**src/rtl/rr_hazard_unit_pkg.sv**
```systemverilog
// Shared pipeline definitions for the RR-stage hazard unit: rr_ctrl bit
// positions, register index width and the in-flight entry record.
package rr_hazard_unit_pkg;

    localparam int unsigned IDX_W  = 3;
    localparam int unsigned CTRL_W = 7;
    localparam int unsigned CNT_W  = 16;

    // rr_ctrl bit positions; bits 6:4 carry nothing the hazard unit needs
    localparam int unsigned CTRL_WR   = 0;
    localparam int unsigned CTRL_RD1  = 1;
    localparam int unsigned CTRL_RD2  = 2;
    localparam int unsigned CTRL_LOAD = 3;

    typedef struct packed {
        logic             valid;
        logic             wr;
        logic             load;
        logic [IDX_W-1:0] dst;
    } hz_entry_t;

endpackage

```
**src/rtl/rr_hazard_unit_if.sv**
```systemverilog
// RR-stage hazard interface: the RR stage (master) presents the decoded
// instruction and flush; the hazard unit (slave) returns stall and debug state.
interface rr_hazard_unit_if #(
    parameter int unsigned DEPTH = 3,
    parameter int unsigned IDX_W = 3
);
    logic                                   flush;
    logic                                   rr_valid;
    logic [IDX_W-1:0]                       rr_src1_idx;
    logic [IDX_W-1:0]                       rr_src2_idx;
    logic [rr_hazard_unit_pkg::CTRL_W-1:0]  rr_ctrl;
    logic                                   stall;
    logic [rr_hazard_unit_pkg::CNT_W-1:0]   stall_count;
    logic [DEPTH-1:0]                       inflight_valid;

    modport master (
        output flush, rr_valid, rr_src1_idx, rr_src2_idx, rr_ctrl,
        input  stall, stall_count, inflight_valid
    );

    modport slave (
        input  flush, rr_valid, rr_src1_idx, rr_src2_idx, rr_ctrl,
        output stall, stall_count, inflight_valid
    );
endinterface

```
**src/rtl/rr_hazard_unit_hz_stage_entry.sv**
```systemverilog
// One in-flight pipe entry: the entry register plus the comparator that
// reports a RAW match of its destination against the RR source operands.
module hz_stage_entry
    import rr_hazard_unit_pkg::*;
#(
    parameter int unsigned IDX_W = rr_hazard_unit_pkg::IDX_W
) (
    input  logic             clk,
    input  logic             rst,
    input  hz_entry_t        ent_d_i,
    input  logic [IDX_W-1:0] src1_idx_i,
    input  logic [IDX_W-1:0] src2_idx_i,
    input  logic             rd1_i,
    input  logic             rd2_i,
    output hz_entry_t        ent_q_o,
    output logic             match_o
);

    hz_entry_t ent_q;

    // Entry register, synchronously cleared like the other pipeline registers
    always_ff @(posedge clk) begin
        if (rst) begin
            ent_q <= '0;
        end else begin
            ent_q <= ent_d_i;
        end
    end

    // A valid writer whose destination is a source the RR instruction reads
    always_comb begin
        match_o = ent_q.valid & ent_q.wr &
                  ((rd1_i & (ent_q.dst == src1_idx_i)) |
                   (rd2_i & (ent_q.dst == src2_idx_i)));
    end

    assign ent_q_o = ent_q;

endmodule

```
**src/rtl/rr_hazard_unit.sv**
```systemverilog
// RR-stage RAW hazard detector. Tracks DEPTH in-flight instructions (EX..WB)
// and stalls the RR instruction while any of them still owes it a register.
// Optional feature: define RR_HAZARD_FORWARD_EN to assume full bypassing, so
// only a load sitting in EX (load-use) causes a stall.
module rr_hazard_unit
    import rr_hazard_unit_pkg::*;
#(
    parameter int unsigned DEPTH = 3,
    parameter int unsigned IDX_W = rr_hazard_unit_pkg::IDX_W
) (
    input  logic          clk,
    input  logic          rst,
    rr_hazard_unit_if.slave bus
);

    hz_entry_t        ent_d [DEPTH];
    hz_entry_t        ent_q [DEPTH];
    hz_entry_t        ent0_d;
    logic [DEPTH-1:0] match;
    logic [DEPTH-1:0] occ;
    logic             qual;
    logic             stall;
    logic [CNT_W-1:0] cnt_d, cnt_q;
    logic             unused_bits;

    // RR instruction entering EX; a stall or flush turns it into a bubble
    assign ent0_d = '{valid: bus.rr_valid & ~stall & ~bus.flush,
                      wr:    bus.rr_ctrl[CTRL_WR],
                      load:  bus.rr_ctrl[CTRL_LOAD],
                      dst:   bus.rr_src1_idx};

    for (genvar k = 0; k < DEPTH; k++) begin : g_stage
        if (k == 0) begin : g_head
            assign ent_d[k] = ent0_d;
        end else begin : g_body
            assign ent_d[k] = ent_q[k-1];
        end

        hz_stage_entry #(
            .IDX_W (IDX_W)
        ) u_entry (
            .clk        (clk),
            .rst        (rst),
            .ent_d_i    (ent_d[k]),
            .src1_idx_i (bus.rr_src1_idx),
            .src2_idx_i (bus.rr_src2_idx),
            .rd1_i      (bus.rr_ctrl[CTRL_RD1]),
            .rd2_i      (bus.rr_ctrl[CTRL_RD2]),
            .ent_q_o    (ent_q[k]),
            .match_o    (match[k])
        );
    end

`ifdef RR_HAZARD_FORWARD_EN
    // Later stages are bypassed; a load in EX has no data to forward yet
    assign qual = match[0] & ent_q[0].load;
`else
    // No bypass: every stage up to WB holds back the read
    assign qual = |match;
`endif

    // Combinational stall; reset and flush both suppress it
    always_comb begin
        stall = bus.rr_valid & ~bus.flush & ~rst & qual;
    end

    // Per-stage occupancy for debug
    always_comb begin
        occ = '0;
        for (int k = 0; k < DEPTH; k++) begin
            occ[k] = ent_q[k].valid;
        end
    end

    // Saturating stall counter next state
    always_comb begin
        cnt_d = cnt_q;
        if (stall && (cnt_q != '1)) begin
            cnt_d = cnt_q + 1'b1;
        end
    end

    // Stall counter register
    always_ff @(posedge clk) begin
        if (rst) begin
            cnt_q <= '0;
        end else begin
            cnt_q <= cnt_d;
        end
    end

    assign bus.stall          = stall;
    assign bus.stall_count    = cnt_q;
    assign bus.inflight_valid = occ;

    assign unused_bits = ^{bus.rr_ctrl[CTRL_W-1:4], ent_q[DEPTH-1], match};

endmodule

```
**src/flat_wrapper.sv**
```systemverilog
// flat-port wrapper written by rule: the top's interface ports become plain ports
module rr_hazard_unit_flat import rr_hazard_unit_pkg::*;
#(
    parameter int unsigned DEPTH = 3,
    parameter int unsigned IDX_W = rr_hazard_unit_pkg::IDX_W
)
  (clk, rst, bus_flush, bus_rr_valid, bus_rr_src1_idx, bus_rr_src2_idx, bus_rr_ctrl, bus_stall, bus_stall_count, bus_inflight_valid);
  rr_hazard_unit_if #(.DEPTH(DEPTH), .IDX_W(IDX_W)) bus_i ();
  input  logic clk;
  input  logic rst;
  input wire logic [$bits(bus_i.flush)-1:0] bus_flush;
  input wire logic [$bits(bus_i.rr_valid)-1:0] bus_rr_valid;
  input wire logic [$bits(bus_i.rr_src1_idx)-1:0] bus_rr_src1_idx;
  input wire logic [$bits(bus_i.rr_src2_idx)-1:0] bus_rr_src2_idx;
  input wire logic [$bits(bus_i.rr_ctrl)-1:0] bus_rr_ctrl;
  output wire logic [$bits(bus_i.stall)-1:0] bus_stall;
  output wire logic [$bits(bus_i.stall_count)-1:0] bus_stall_count;
  output wire logic [$bits(bus_i.inflight_valid)-1:0] bus_inflight_valid;
  assign bus_i.flush = bus_flush;
  assign bus_i.rr_valid = bus_rr_valid;
  assign bus_i.rr_src1_idx = bus_rr_src1_idx;
  assign bus_i.rr_src2_idx = bus_rr_src2_idx;
  assign bus_i.rr_ctrl = bus_rr_ctrl;
  assign bus_stall = bus_i.stall;
  assign bus_stall_count = bus_i.stall_count;
  assign bus_inflight_valid = bus_i.inflight_valid;
  rr_hazard_unit #(.DEPTH(DEPTH), .IDX_W(IDX_W)) u_core (.clk(clk), .rst(rst), .bus(bus_i));
endmodule
```
**config.mk**
```make
export PLATFORM = sky130hd
export DESIGN_NAME = rr_hazard_unit_flat
export DESIGN_NICKNAME = d
export VERILOG_FILES = /design/src/rtl/rr_hazard_unit_pkg.sv /design/src/rtl/rr_hazard_unit_if.sv /design/src/rtl/rr_hazard_unit_hz_stage_entry.sv /design/src/rtl/rr_hazard_unit.sv /design/src/flat_wrapper.sv
export SDC_FILE = /design/constraint.sdc
export NUM_CORES = 1
export LEC_CHECK = 0
export ABC_AREA = 1
export CELL_PAD_IN_SITES_DETAIL_PLACEMENT = 0
export CELL_PAD_IN_SITES_GLOBAL_PLACEMENT = 1
export CORE_MARGIN = 10
export CORE_UTILIZATION = 32
export CTS_CLUSTER_DIAMETER = 80
export DETAILED_ROUTE_END_ITERATION = 6
export GPL_ROUTABILITY_DRIVEN = 0
export PLACE_DENSITY = 0.87
export SLEW_MARGIN = 20
export SYNTH_ARGS = -nofsm -noshare
export SYNTH_HDL_FRONTEND = slang
export SYNTH_SLANG_ARGS = --single-unit
```
**constraint.sdc**
```tcl
create_clock -name clk -period 1.55 [get_ports clk]
set_clock_uncertainty 0.1 [all_clocks]
set_input_delay 0.31 -clock clk [delete_from_list [all_inputs] [get_ports clk]]
set_output_delay 0.31 -clock clk [all_outputs]
set_load 0.1 [all_outputs]
```
==> metrics.csv, run 1 <==
metric,value,unit
final setup vio count,18,
r2r setup slk,-0.29,ns
Site Rows,29,
CTS buffer count,5,
starting density of the core,32.8,%
Async SR Flop Fraction,0,%
Post-DP Area,3010,µm²
RSZ-0062 raised after global routing,true,
Crit path arrival time,1.51,ns
Post-CTS Hold Fix Bufs,0,
"Req. time, crit path",1.14,ns
number of synthesized register bits,31,
first-pass GRT wire length,9870,µm
Rel. slew slack,84.3,%
TritonRoute pass-1 iters,4,
"Primary FF master, synth",dfxtp_1,
wire length per cell,11.5,µm
final critical-path share of the clock period,124,%
Clock Latency Late Sink,0.29,ns
gr ovfl total,0,
ant diodes,0,
"wirelength, routed",5670,µm
Max Cap Viol,0,
Slew @ Worst Pin,0.234,ns
crit-path max FO,4,
synthesized cell area,2070,µm²
fin area,3280,µm²
Multi-input gate area,1180,µm²
layout cells sized above 1,39.7,%
Power Dens Cells,533,nW/µm²
initial antenna violation count,0,
number of port buffers,32,
sequential area share after synthesis,30.0,%
vias in the first global route,2228,
All-Layer GR Usage,11.8,%
largest net degree at the start of global routing,17,
clk buf depth,2,
critical path class,reg2out,
DRT antenna net count,0,
vias per inst,4.47,
Slew Limit Fails,0,
Register Area,694,µm²
LEAKAGE,1.57,nW
Clock Sinks,31,
Mapped Cells,344,
H-tree depth,2,
final-report hold violation count,0,
fin crit period,1.92,ns
DRC,0,
Die W,100,µm
core area,6310,µm²
"EDFF count, synth",0,
die height,100,µm
Top Ports,37,
crit start category,register,
worst vdd ir,372,µV
number of DRC markers in iteration 0,87,
hold slack final,0.319,ns
"Avg Cell Area, Syn",6.02,µm²
failing checks,negative setup slack,
via count,2214,
CP Capture Type,output pin,
Root Buffer,clkbuf_8,
Cell variety after synth,24,
total die area,10100,µm²
DPL Wire Length,4230,µm
TritonCTS clock tree,built,
Area Growth Syn to Fin,58.5,%
Area contributors post-synth,"dfxtp_1 (30%), nand2_1 (20%), inv_1 (11%)",
post-synth net total,362,
Max Fclk,521,MHz
fin worst setup slack,-0.368,ns
Placement Setup Slack,-0.638,ns
"area leader, netlist",dfxtp_1,
share of the synthesized area in the top cell type,30.0,%
outcome,"finished, violations left",
Hold Crit Class,reg2reg,
Final nets,435,
fillcell total,629,
clock-pin slew on the worst setup and hold paths,0.07,ns
yosys warns,0,
-- placed cells by master, fill, tap and decap left out, types with 2 or more instances in the layout --
cell type	count
inv_1	49
nand2_4	3
dlygate4sd2_1	8
inv_2	22
nand4_1	18
buf_8	2
dfxtp_2	8
buf_6	2
clkbuf_8	5
nand3_2	15
nand2_1	103
nor2_4	3
nand3_4	2
nor2_2	11
nor3_1	3
nand3_1	5
nand2_2	7
buf_4	37
dfxtp_4	17
clkdlybuf4s50_1	4
buf_12	23
nor2_1	53
dfxtp_1	6
-- state kept, by name (all words and copies together) (netlist names) --
register,flops
u_core.g_stage.u_entry.ent_q_o,15
u_core.bus.stall_count,16
-- kinds of logic (layout without fill, tap and decap cells) --
logic type / count (synthesis) / in the layout / synth area share [%]
simple gates: 225 / 225 / 50.9
buf+inv: 84 / 158 / 17.5
flops: 31 / 31 / 30.0
compound gates: 2 / 2 / 0.664
fa+ha+maj: 1 / 1 / 0.604
xor+xnor: 1 / 1 / 0.423
-- worst paths after layout --
check / depth (start not counted) / end / from
worst max-delay path: 11 / bus_stall / u_core.g_stage[2].u_entry.ent_q_o[0]
worst min-delay path: 2 / u_core.g_stage[2].u_entry.ent_q_o[4] / u_core.g_stage[1].u_entry.ent_q_o[4]
worst max register to register: 16 / u_core.bus.stall_count[12] / u_core.g_stage[0].u_entry.ent_q_o[0]
worst min register to register: 2 / u_core.g_stage[2].u_entry.ent_q_o[4] / u_core.g_stage[1].u_entry.ent_q_o[4]
-- power breakdown --
group          internal (mW)  leakage, nW  total, mW  switching, mW
combinational         0.0939         1.24      0.219          0.125
clock                  0.406       0.0538      0.737          0.332
sequential             0.784        0.269      0.794         0.0105
-- synthesized netlist by cell type (3+ instances only) --
| cell | instances |
|---|---|
| nand3_1 | 7 |
| nor2_4 | 3 |
| nand4_1 | 18 |
| buf_4 | 5 |
| inv_2 | 11 |
| nor2_1 | 62 |
| nand2_1 | 111 |
| nor3_1 | 4 |
| dfxtp_1 | 31 |
| nand3_2 | 14 |
| inv_1 | 62 |
-- stage by stage --
step	total power [mW]	std cells	TNS [ns]	util [%]
finish	1.75	495	-4.32	52.0
global route	1.84	495	-6.87	52.0
CTS	1.77	492	-3.39	51.7
detailed placement	1.03	478	-10.08	47.7
global placement	1.02	478	-9.62	47.7
floorplan	0.930	344	-1.42	-
-- per-layer routing --
metal	track usage [%]	share of wire, %	up-vias
met2	20.0	50	38
met3	4.39	5.4	6
met1	13.3	43	1000
met5	0	0	-
met4	3.80	1.2	0
li1	-	-	1170
-- critical path, stage by stage, from the launching register on --
cell        delay, ns
dfxtp_2          0.36
inv_1            0.04
nand2_1          0.05
nand2_1          0.05
nor2_1           0.11
nand2_1          0.05
nand2_1          0.07
nand2_2          0.06
nand3_4          0.10
nand2_4          0.06
clkinvlp_4       0.09
buf_12           0.17
-- layout make-up --
| type | instances | area share, % |
|---|---|---|
| Inverter | 73 | 8.53 |
| Multi-Input combinational cell | 229 | 36.0 |
| Sequential cell | 31 | 21.1 |
| Timing Repair Buffer | 77 | 28.3 |
| Clock inverter | 2 | 0.267 |
| Clock buffer | 6 | 2.86 |
| Tap cell | 77 | 2.93 |
-- what timing repair did --
item	4_1_cts	5_1_grt
endpoints found under the hold margin	0	0
setup endpoints to repair	18	18
pin swaps	7	19
resized for setup	27	9
gates cloned	2	0
buffers inserted	4	5
No activity file was read; power rests on OpenSTA's default activity.
==> run 2: changes to the inputs <==
--- a/constraint.sdc
+++ b/constraint.sdc
@@ -3,3 +3,3 @@
 set_input_delay 0.31 -clock clk [delete_from_list [all_inputs] [get_ports clk]]
 set_output_delay 0.31 -clock clk [all_outputs]
-set_load 0.1 [all_outputs]
+set_load 0.01 [all_outputs]
==> metrics.csv, run 2 (same netlist as run 1, synthesis figures left out) <==
metric,value,unit
outcome,"finished, violations left",
failing checks,negative setup slack,
total die area,10100,µm²
critical path class,reg2out,
Layout Utilization,46.9,%
Finished Layout Cells,491,
"Req. time, crit path",1.14,ns
Site Rows,29,
CP Buf/Inv Count,3,
fin worst setup slack,-0.269,ns
Root Buffer,clkbuf_8,
crit path cell chain,buf_6 > nand2_1 > nand2_1 > nor2_1 > nand2_1 > nand2_1 > nand2_2 > nand3_4 > nand2_4 > inv_2 > buf_6,
Placement Setup Slack,-0.996,ns
starting density of the core,32.8,%
clock-pin slew on the worst setup and hold paths,0.07,ns
core area,6310,µm²
CP peak stage delay,0.33,ns
final-report hold violation count,0,
RSZ-0062 raised after global routing,true,
initial antenna violation count,0,
H-tree depth,2,
Hold Crit Class,in2reg,
fillcell total,677,
Register Area,637,µm²
Clock Sinks,31,
Max Cap Viol,0,
crit start category,register,
CTS buffer count,5,
final critical-path share of the clock period,117,%
setup_tns,-2.59,ns
crit-path max FO,2,
Slew Limit Fails,0,
Logic pwr share,10.4,%
Largest register FFs,16,
fin crit period,1.82,ns
DPL Wire Length,3860,µm
critical path's top delay family,simple AND/OR/NAND/NOR gates,
DP Cell Count,477,
Power Dens Cells,632,nW/µm²
DRT antenna net count,0,
CP Capture Type,output pin,
Slew @ Worst Pin,0.290,ns
Area Growth Syn to Fin,42.9,%
Clock Latency Late Sink,0.29,ns
hold slack final,0.291,ns
vias per inst,4.39,
DRC,0,
layout cells sized above 1,30.4,%
Final nets,431,
TritonRoute pass-1 iters,4,
LEAKAGE,1.53,nW
number of port buffers,32,
vias in the first global route,2013,
wire length per cell,11.2,µm
Int Power,1.42,mW
TritonCTS clock tree,built,
Die W,100,µm
All-Layer GR Usage,11.0,%
Top Ports,37,
via count,2157,
die height,100,µm
worst vdd ir,518,µV
gr ovfl total,0,
Most common cell on crit path,nand2_1,
Sequential Power Share,43.9,%
ant diodes,0,
Crit path arrival time,1.41,ns
Max Fclk,550,MHz
final setup vio count,18,
Multi-input gate area,1150,µm²
"commonest non-fill, non-tap cells in the layout","nand2_1 (100), nor2_1 (58), inv_1 (53)",
Rel. slew slack,80.7,%
largest net degree at the start of global routing,31,
"most common cell after layout, fill and taps aside",nand2_1,
Sw Pwr,0.455,mW
highest-delay cell along the critical path,dfxtp_2,
Net Sw Frac,24.3,%
clk buf depth,2,
number of DRC markers in iteration 0,75,
clock share of power,45.8,%
"wirelength, routed",5510,µm
first-pass GRT wire length,9160,µm
run 2: worst reg2reg max path, stage by stage (launching register included):
cell,delay (ns)
dfxtp_2,0.33
buf_6,0.11
nand2_1,0.06
nand2_1,0.05
nor2_1,0.09
nand2_1,0.05
nand2_1,0.07
nand2_2,0.07
nand3_4,0.08
buf_6,0.11
buf_8,0.13
buf_12,0.14
nand3_4,0.09
nand2_2,0.09
inv_2,0.03
nor2_2,0.07
run 2: metrics by stage:
step,cell area (µm²),power [mW]
after floorplan,2070,0.938
after global placement,2670,1.03
after detailed placement,2670,1.03
after CTS,2870,1.89
after global routing,2960,1.95
final,2960,1.87
run 2: path summary, 6_finish.rpt:
kind | startpoint | end | slack, ns | cells past startpoint
max | u_core.g_stage[1].u_entry.ent_q_o[0] | bus_stall | -0.27 | 11
min reg2reg | u_core.g_stage[1].u_entry.ent_q_o[4] | u_core.g_stage[2].u_entry.ent_q_o[4] | 0.32 | 2
max reg2reg | u_core.g_stage[1].u_entry.ent_q_o[0] | u_core.bus.stall_count[2] | -0.18 | 15
min | bus_rr_src1_idx[2] | u_core.g_stage[0].u_entry.ent_q_o[2] | 0.29 | 4
run 2: final cells by class:
type | instances | area share (%)
Clock inverter | 2 | 1.18
Tap cell | 77 | 3.25
Sequential cell | 31 | 21.5
Timing Repair Buffer | 73 | 23.0
Clock buffer | 6 | 2.79
Multi-Input combinational cell | 229 | 39.0
Inverter | 73 | 9.25
run 2: timing repair:
item	CTS	global route
hold buffers	0	0
pin swaps	11	32
setup endpoints to repair	37	18
buffers inserted	2	1
gates cloned	2	1
gates resized for setup	58	26
run 2: power by group through the flow:
stage	combinational [mW]	sequential [mW]	clock, mW
global route	0.218	0.824	0.908
floorplan	0.102	0.836	0
global placement	0.188	0.837	0
CTS	0.190	0.821	0.883
detailed placement	0.188	0.838	0
finish	0.194	0.822	0.857
run 2: layer usage:
metal	vias to the layer above	GRT usage, %	routed length [µm]	share of wire (%)
met5	-	0	0	0
met4	0	3.70	59	1.1
met3	7	3.98	307	5.6
met2	39	17.5	2570	47
met1	941	13.3	2570	47
li1	1170	-	-	-
==> run 3: changes to the inputs <==
ABC_AREA = default   (was 1)
CORE_UTILIZATION = 36   (was 32)
GPL_ROUTABILITY_DRIVEN = default   (was 0)
PLACE_DENSITY = 0.91   (was 0.87)
clock period = 1.9 ns   (was 1.55 ns; I/O delays follow)
==> metrics.csv, run 3 <==
metric,value,unit
outcome,"finished, violations left",
CP peak stage delay,0.31,ns
fin area,2170,µm²
"count leader, synth",dfxtp_1,
Register-to-Register Path Depth,8,
crit-path max FO,3,
sequential area share after synthesis,42.0,%
WP depth,7,
Post-DP Area,1900,µm²
crit start category,input port,
number of port buffers,32,
first-pass GRT wire length,6290,µm
Largest register FFs,16,
DRT antenna net count,0,
ant diodes,0,
Clock Latency Late Sink,0.27,ns
Rel. slew slack,76.8,%
Root Buffer,clkbuf_8,
All-Layer GR Usage,10.4,%
Max Fclk,523,MHz
"commonest non-fill, non-tap cells in the layout","clkdlybuf4s50_1 (22), dfxtp_1 (22), xnor2_1 (16)",
final setup vio count,1,
synthesized cell area,1480,µm²
Area Growth Syn to Fin,46.8,%
via count,1342,
TritonRoute pass-1 iters,4,
Post-synth top cells,"dfxtp_1 (31), xnor2_1 (18), nor2b_1 (15)",
final critical-path share of the clock period,101,%
fillcell total,378,
critical path's top delay family,buffers and inverters,
Mapped Cells,165,
Cell variety after synth,31,
Top Ports,37,
Register Area,634,µm²
CTS buffer count,5,
"Req. time, crit path",1.42,ns
die height,84.1,µm
core area,4000,µm²
Async SR Flop Fraction,0,%
final-report hold violation count,0,
Clock Sinks,31,
highest-delay cell along the critical path,o31ai_4,
yosys warns,0,
Slew Limit Fails,0,
CP Buf/Inv Count,3,
post-synth net total,183,
LEAKAGE,0.729,nW
largest net degree at the start of global routing,30,
"area leader, netlist",dfxtp_1,
Power Dens Cells,614,nW/µm²
Post-CTS Hold Fix Bufs,0,
Site Rows,23,
number of DRC markers in iteration 0,53,
vias per inst,5.06,
Max Cap Viol,0,
RSZ-0062 raised after global routing,true,
layout cells sized above 1,31.2,%
Final nets,232,
critical path class,in2out,
"Primary FF master, synth",dfxtp_1,
failing checks,negative setup slack,
Area contributors post-synth,"dfxtp_1 (42%), xnor2_1 (11%), nor2b_1 (6.4%)",
GP Congestion,0.805,
"wirelength, routed",3590,µm
Placement Setup Slack,-0.748,ns
"Avg Cell Area, Syn",8.96,µm²
starting density of the core,36.9,%
TritonCTS clock tree,built,
number of synthesized register bits,31,
DPL Wire Length,2570,µm
wire length per cell,13.6,µm
vias in the first global route,1351,
CP Capture Type,output pin,
clk buf depth,2,
Crit path arrival time,1.43,ns
clock-pin slew on the worst setup and hold paths,0.06,ns
Multi-input gate area,907,µm²
"EDFF count, synth",0,
worst vdd ir,535,µV
Finished Layout Cells,265,
share of the synthesized area in the top cell type,42.0,%
Hold Crit Class,in2reg,
initial antenna violation count,0,
gr ovfl total,0,
fin worst setup slack,-0.0136,ns
fin crit period,1.91,ns
Slew @ Worst Pin,0.348,ns
DRC,0,
Hold Path Stages,2,
DP Cell Count,251,
Die W,84.1,µm
crit path cell chain,clkdlybuf4s15_2 > xnor2_1 > nand4_1 > a21oi_2 > o31ai_4 > inv_2 > buf_6,
H-tree depth,2,
total die area,7070,µm²
[run 3: repair_timing]
action                                  4_1_cts  5_1_grt
pin swaps                                     6       26
gates resized for setup                      42       24
buffers inserted                              1        4
cloned                                        0        1
endpoints found under the setup margin       17       14
[run 3: worst paths after layout]
| path | startpoint | to | slack, ns |
|---|---|---|---|
| min | bus_rr_src1_idx[0] | u_core.g_stage[0].u_entry.ent_q_o[0] | 0.31 |
| max | bus_rr_src2_idx[0] | bus_stall | -0.01 |
| max reg2reg | u_core.g_stage[2].u_entry.ent_q_o[1] | u_core.bus.stall_count[7] | 0 |
| min reg2reg | u_core.g_stage[0].u_entry.ent_q_o[4] | u_core.g_stage[1].u_entry.ent_q_o[4] | 0.37 |
[run 3: metal layers]
| metal | global-route usage, % | vias to the layer above | share of wire, % |
|---|---|---|---|
| met5 | 0 | - | 0 |
| met2 | 16.3 | 21 | 48 |
| met4 | 3.81 | 0 | 1.0 |
| met3 | 4.00 | 2 | 3.8 |
| li1 | - | 685 | - |
| met1 | 12.3 | 634 | 47 |
[run 3: final cells by class]
cell class	instances	share of cell area [%]
Clock buffer	8	4.61
Inverter	2	0.346
Multi-Input combinational cell	123	41.8
Sequential cell	31	29.2
Tap cell	50	2.88
Timing Repair Buffer	51	21.1
[run 3: cell families (layout without fill, tap and decap cells)]
logic type                 after synthesis  count (layout)  synth area share (%)
and+or+nand+nor                         68              68                  26.3
AOI/OAI and AO/OA                       35              35                  15.2
xor gates and xnor gates                18              18                  10.7
adders and majority gates                1               1                 0.847
buffers and inverters                   11              61                  4.23
DFF                                     31              31                  42.0
muxes                                    1               1                 0.762
[run 3: stage by stage]
step                TNS [ns]  hold WS [ns]  power (mW)  utilization (%)
detailed placement    -10.12         0.357       0.785             47.6
finish               -0.0136         0.307        1.33             54.2
global route          -0.887         0.305        1.40             54.2
floorplan                  0         0.338       0.739                -
global placement       -9.70         0.346       0.784             47.6
CTS                   -0.101         0.298        1.35             50.9
[run 3: where the power goes]
part	switching, mW	total, mW	internal [mW]
clock network	0.229	0.560	0.330
registers	0.0104	0.673	0.663
logic	0.0438	0.0986	0.0549
